**config.mk**
```make
export PLATFORM = sky130hd
export DESIGN_NAME = ldlatch
export DESIGN_NICKNAME = d
export VERILOG_FILES = /design/src/rtl/ldlatch_pkg.sv /design/src/rtl/ldword.sv /design/src/rtl/ldlatch.sv
export SDC_FILE = /design/constraint.sdc
export NUM_CORES = 1
export LEC_CHECK = 0
export ABC_AREA = 0
export BUFFER_PORTS_ARGS = -buffer_cell sky130_fd_sc_hd__buf_2
export CAP_MARGIN = 20
export CORE_MARGIN = 1
export CORE_UTILIZATION = 40
export DETAILED_ROUTE_END_ITERATION = 6
export HOLD_SLACK_MARGIN = 0.15
export PLACE_DENSITY = 0.68
export RECOVER_POWER = 50
export SYNTH_ARGS = -nofsm -noshare
export SYNTH_HDL_FRONTEND = slang
export SYNTH_SLANG_ARGS = --single-unit
```
**constraint.sdc**
```tcl
create_clock -name clk -period 1.92 [get_ports clk]
set_clock_uncertainty 0.2 [all_clocks]
set_input_delay 0.384 -clock clk [delete_from_list [all_inputs] [get_ports clk]]
set_output_delay 0.384 -clock clk [all_outputs]
set_load 0.005 [all_outputs]
```
**src/rtl/ldlatch_pkg.sv**
```systemverilog
// Shared encodings for the ldlatch bus-load sequencer.
package ldlatch_pkg;

  localparam int unsigned WORD_W = 16;
  localparam int unsigned DATA_W = 32;

  typedef enum logic [1:0] {
    SZ_BYTE = 2'b00,
    SZ_WORD = 2'b01,
    SZ_LONG = 2'b10,
    SZ_RSVD = 2'b11
  } ldsize_e;

  typedef enum logic [1:0] {
    ST_IDLE    = 2'b00,
    ST_WAIT_HI = 2'b01,
    ST_WAIT_LO = 2'b10,
    ST_DONE    = 2'b11
  } ldstate_e;

endpackage

```
**src/rtl/ldword.sv**
```systemverilog
// 16-bit hold-enable register: loads d when en, otherwise keeps its value.
module ldword
  import ldlatch_pkg::*;
(
  input  logic              clk,
  input  logic              resetl,
  input  logic              en,
  input  logic [WORD_W-1:0] d,
  output logic [WORD_W-1:0] q
);

  always_ff @(posedge clk or negedge resetl) begin
    if (!resetl) q <= '0;
    else if (en) q <= d;
  end

endmodule

```
**src/rtl/ldlatch.sv**
```systemverilog
// Big-endian load sequencer: fetches one or two 16-bit bus words and
// assembles a zero-extended 32-bit result.
module ldlatch
  import ldlatch_pkg::*;
(
  input  logic              clk,
  input  logic              resetl,
  input  logic              ldreq,
  input  logic [1:0]        ldsize,
  input  logic              ldaddr0,
  input  logic              abort,
  input  logic [WORD_W-1:0] bdata,
  input  logic              back,
  output logic              breq,
  output logic              bhilo,
  output logic              ldbusy,
  output logic              lddone,
  output logic [DATA_W-1:0] ld_data
);

  ldstate_e          state, state_n;
  ldsize_e           size_q;
  logic              addr0_q;
  logic              req_acc;
  logic              hi_en, lo_en, data_en;
  logic [WORD_W-1:0] hi_q, lo_q;
  logic [DATA_W-1:0] data_n;

  ldword u_hi (.clk(clk), .resetl(resetl), .en(hi_en), .d(bdata), .q(hi_q));
  ldword u_lo (.clk(clk), .resetl(resetl), .en(lo_en), .d(bdata), .q(lo_q));

  // State register
  always_ff @(posedge clk or negedge resetl) begin
    if (!resetl) state <= ST_IDLE;
    else         state <= state_n;
  end

  // Next state, holding-word enables and result formatting
  always_comb begin
    state_n = state;
    req_acc = 1'b0;
    hi_en   = 1'b0;
    lo_en   = 1'b0;
    data_en = 1'b0;
    data_n  = ld_data;
    case (state)
      ST_IDLE: begin
        if (ldreq && (ldsize_e'(ldsize) != SZ_RSVD)) begin
          req_acc = 1'b1;
          state_n = ST_WAIT_HI;
        end
      end
      ST_WAIT_HI: begin
        if (abort) begin
          state_n = ST_IDLE;
        end else if (back) begin
          hi_en = 1'b1;
          if (size_q == SZ_LONG) begin
            state_n = ST_WAIT_LO;
          end else begin
            state_n = ST_DONE;
            data_en = 1'b1;
            if (size_q == SZ_WORD) data_n = {16'h0, bdata};
            else data_n = {24'h0, (addr0_q ? bdata[7:0] : bdata[15:8])};
          end
        end
      end
      ST_WAIT_LO: begin
        if (abort) begin
          state_n = ST_IDLE;
        end else if (back) begin
          lo_en   = 1'b1;
          state_n = ST_DONE;
          data_en = 1'b1;
          data_n  = {hi_q, bdata};
        end
      end
      ST_DONE: state_n = ST_IDLE;
      default: state_n = ST_IDLE;
    endcase
  end

  // Request attributes held for the whole load
  always_ff @(posedge clk or negedge resetl) begin
    if (!resetl) begin
      size_q  <= SZ_BYTE;
      addr0_q <= 1'b0;
    end else if (req_acc) begin
      size_q  <= ldsize_e'(ldsize);
      addr0_q <= ldaddr0;
    end
  end

  // Registered outputs decoded from the next state
  always_ff @(posedge clk or negedge resetl) begin
    if (!resetl) begin
      breq    <= 1'b0;
      bhilo   <= 1'b0;
      ldbusy  <= 1'b0;
      lddone  <= 1'b0;
      ld_data <= '0;
    end else begin
      breq   <= (state_n == ST_WAIT_HI) || (state_n == ST_WAIT_LO);
      bhilo  <= (state_n == ST_WAIT_HI);
      ldbusy <= (state_n != ST_IDLE);
      lddone <= (state_n == ST_DONE);
      if (data_en) ld_data <= data_n;
    end
  end

endmodule

```
==> reports/results.txt <==
aggregate global-route resource usage - 20.9%
clock latency of the later-clocked register in the worst-skew pair - 0.33 ns
buffer type at the clock tree root - clkbuf_8
Post-synth EDFFs - 0
number of placed cells counting well taps - 358
via/cell ratio - 5.34
I/O pin total - 60
crit path time final - 1.90 ns
Congestion Overflow GR - 0
total setup violations reported at the end of the flow - 0
cell area after placement - 3000 um^2
data required time of the critical path - 1.94 ns
library cell with the largest summed area after synthesis - dfrtp_1
Tightest Hold Check Type - input pin to flop
final critical-path share of the clock period - 98.8%
number of synthesized register bits - 57
TritonCTS Buffers - 9
top_reg_cell synth - dfrtp_1
post-route worst setup slack - 0.0228 ns
Net count, final - 347
cell row count - 28
number of cells in the finished layout apart from fillers - 396
Worst-path clk slew - 0.06 ns
Netlist cell types - 32
clock tree from TritonCTS - done
count of yosys warnings during synthesis - 0
Wirelength per Cell - 15.9 um
H-tree levels - 3
Die Wd - 82.0 um
Critical Path Sink Type - flop
post-synth net total - 261
number of antenna violations at the first check in global routing - 0
post-route total power - 5.24 mW
routed wire length - 6310 um
Mapped Avg Cell Area - 11.1 um^2
Synth Instances - 230
effective utilization at floorplan - 42.2%
number of sinks handled by clock tree synthesis - 57
number of input and output port buffers inserted - 59
worst hold slack - 0.161 ns
proportion of netlist area held by the largest area contributor - 55.7%
Routability Congestion - 0.865
async set-reset flop share out of synthesis - 100%
area of combinational cells with multiple inputs - 996 um^2
ant diodes - 0
fraction of final layout cells with drive strength greater than 1 - 35.8%
DRT Pass-1 Iters - 4
Achievable Freq - 0.527 GHz
most frequent cell after synthesis - dfrtp_1
number of antenna-violating nets in the routed design - 0
outcome - finished clean
filler cell count - 547
final core utilization - 56.5%
setup repair after global routing missed its margin - yes
area growth from synthesis to layout - 33.9%
cell types with the highest counts after synthesis - dfrtp_1, inv_1, o21ai_0
kind of start point of the critical path - flop
Pins Over Slew Limit - 0
portion of the post-synthesis area used by sequential elements - 55.7%
standby leakage power - 1.57 nW
post-placement worst setup slack - -0.0127 ns
number of maximum-capacitance violations - 0
Max-slew headroom - 49.3%
startpoint-to-endpoint class of the critical path - flop to flop
number of hold violations in the final report - 0
peak supply drop - 0.703 mV
final cell area excluding filler cells - 3430 um^2
power density normalized to cell area - 1530 nW/um^2
starting DRC count in detailed routing - 130
number of vias after detailed routing - 2115
first-pass GRT wire length - 10200 um
post-route DRC violation count - 0
floorplan die area - 6720 um^2
number of global-route vias before repair - 2118
Syn Std Cell Area - 2560 um^2
slew at the pin with the worst max-slew slack - 0.761 ns
setup TNS after final layout - 0 ns
Die Y - 82.0 um
maximum clock path buffer count - 2
largest net degree at the start of global routing - 58
Synth area leaders - dfrtp_1, mux2_2, o21ai_0
area occupied by registers - 1430 um^2
largest fanout on the critical path - 5
Crit path arrival time - 1.91 ns
placeable core region - 6060 um^2
DP Wirelength - 4030 um
==> cells in the final DEF (no fill, tap or decap), types with 4 or more instances in the layout <==
master	n
dfrtp_1	57
buf_2	50
inv_1	26
o21ai_0	24
mux2_2	19
dlygate4sd3_1	19
nand4_1	16
a31oi_1	16
clkbuf_8	13
clkbuf_1	10
o21ai_1	9
buf_4	9
nand3_1	8
mux2i_1	7
ha_1	4
==> where the power goes <==
group	total [mW]	leakage (nW)	switching (mW)	internal (mW)
Combinational	2.03	0.763	1.05	0.980
Clock	1.08	0.102	0.470	0.606
Sequential	2.14	0.705	0.338	1.80
Total	5.24	1.57	1.86	3.38
==> sequential cells by signal (all words and copies together), names as in the netlist <==
register / count
breq: 1
addr0_q: 1
u_hi.q: 16
bhilo: 1
ldbusy: 1
lddone: 1
ld_data: 32
size_q: 2
state: 2
==> cell families after synthesis <==
logic type / after synthesis / synth area share, %
AND/OR/NAND/NOR: 39 / 9.24
buffers and inverters: 45 / 7.82
AO/OA/AOI/OAI: 55 / 12.3
adder cells (fa/ha/maj): 7 / 3.42
multiplexers: 27 / 11.5
flip-flops: 57 / 55.7
==> worst max-delay path: stages, from the launching register on <==
cell and delay, ns:
dfrtp_1 0.43, inv_2 0.09, ha_4 0.18, or2_4 0.28, and2_4 0.15, a22oi_2 0.20, ha_1 0.25
==> layout make-up <==
cell class	count	share of cell area (%)
well taps	75	2.74
multi-input cells	128	29.1
inverters	28	3.07
clock inverters	2	0.292
repair buffers	92	17.9
flip-flops and latches	57	41.6
clock buffers	14	5.33
==> final timing paths <==
| kind | startpoint | to | slack, ns | depth (start not counted) |
|---|---|---|---|---|
| max | state[0] | breq | 0.02 | 6 |
| min | bdata[8] | ld_data[0] | 0.16 | 3 |
| max reg2reg | state[0] | breq | 0.02 | 6 |
| min reg2reg | u_hi.q[7] | u_hi.q[7] | 0.30 | 1 |
| max in group asynchronous | resetl | ld_data[21] | 0.45 | 3 |
| min in group asynchronous | resetl | ld_data[12] | 0.56 | 3 |
==> routing by layer <==
| layer | vias up | part of all wire, % | track usage, % |
|---|---|---|---|
| met1 | 1065 | 43 | 25.7 |
| met2 | 58 | 50 | 34.0 |
| li1 | 982 | - | - |
| met4 | 0 | 2.0 | 11.6 |
| met5 | - | 0 | 0 |
| met3 | 10 | 4.3 | 4.33 |
==> repair_timing <==
| item | CTS | global route |
|---|---|---|
| hold buffers | 19 | 0 |
| gates resized for setup | 2 | 12 |
| buffers inserted | 1 | 2 |
| pin swaps | 1 | 6 |
| endpoints found under the hold margin | 87 | 0 |
| setup endpoints to repair | 3 | 9 |
Power figures use the tool's default switching activity.
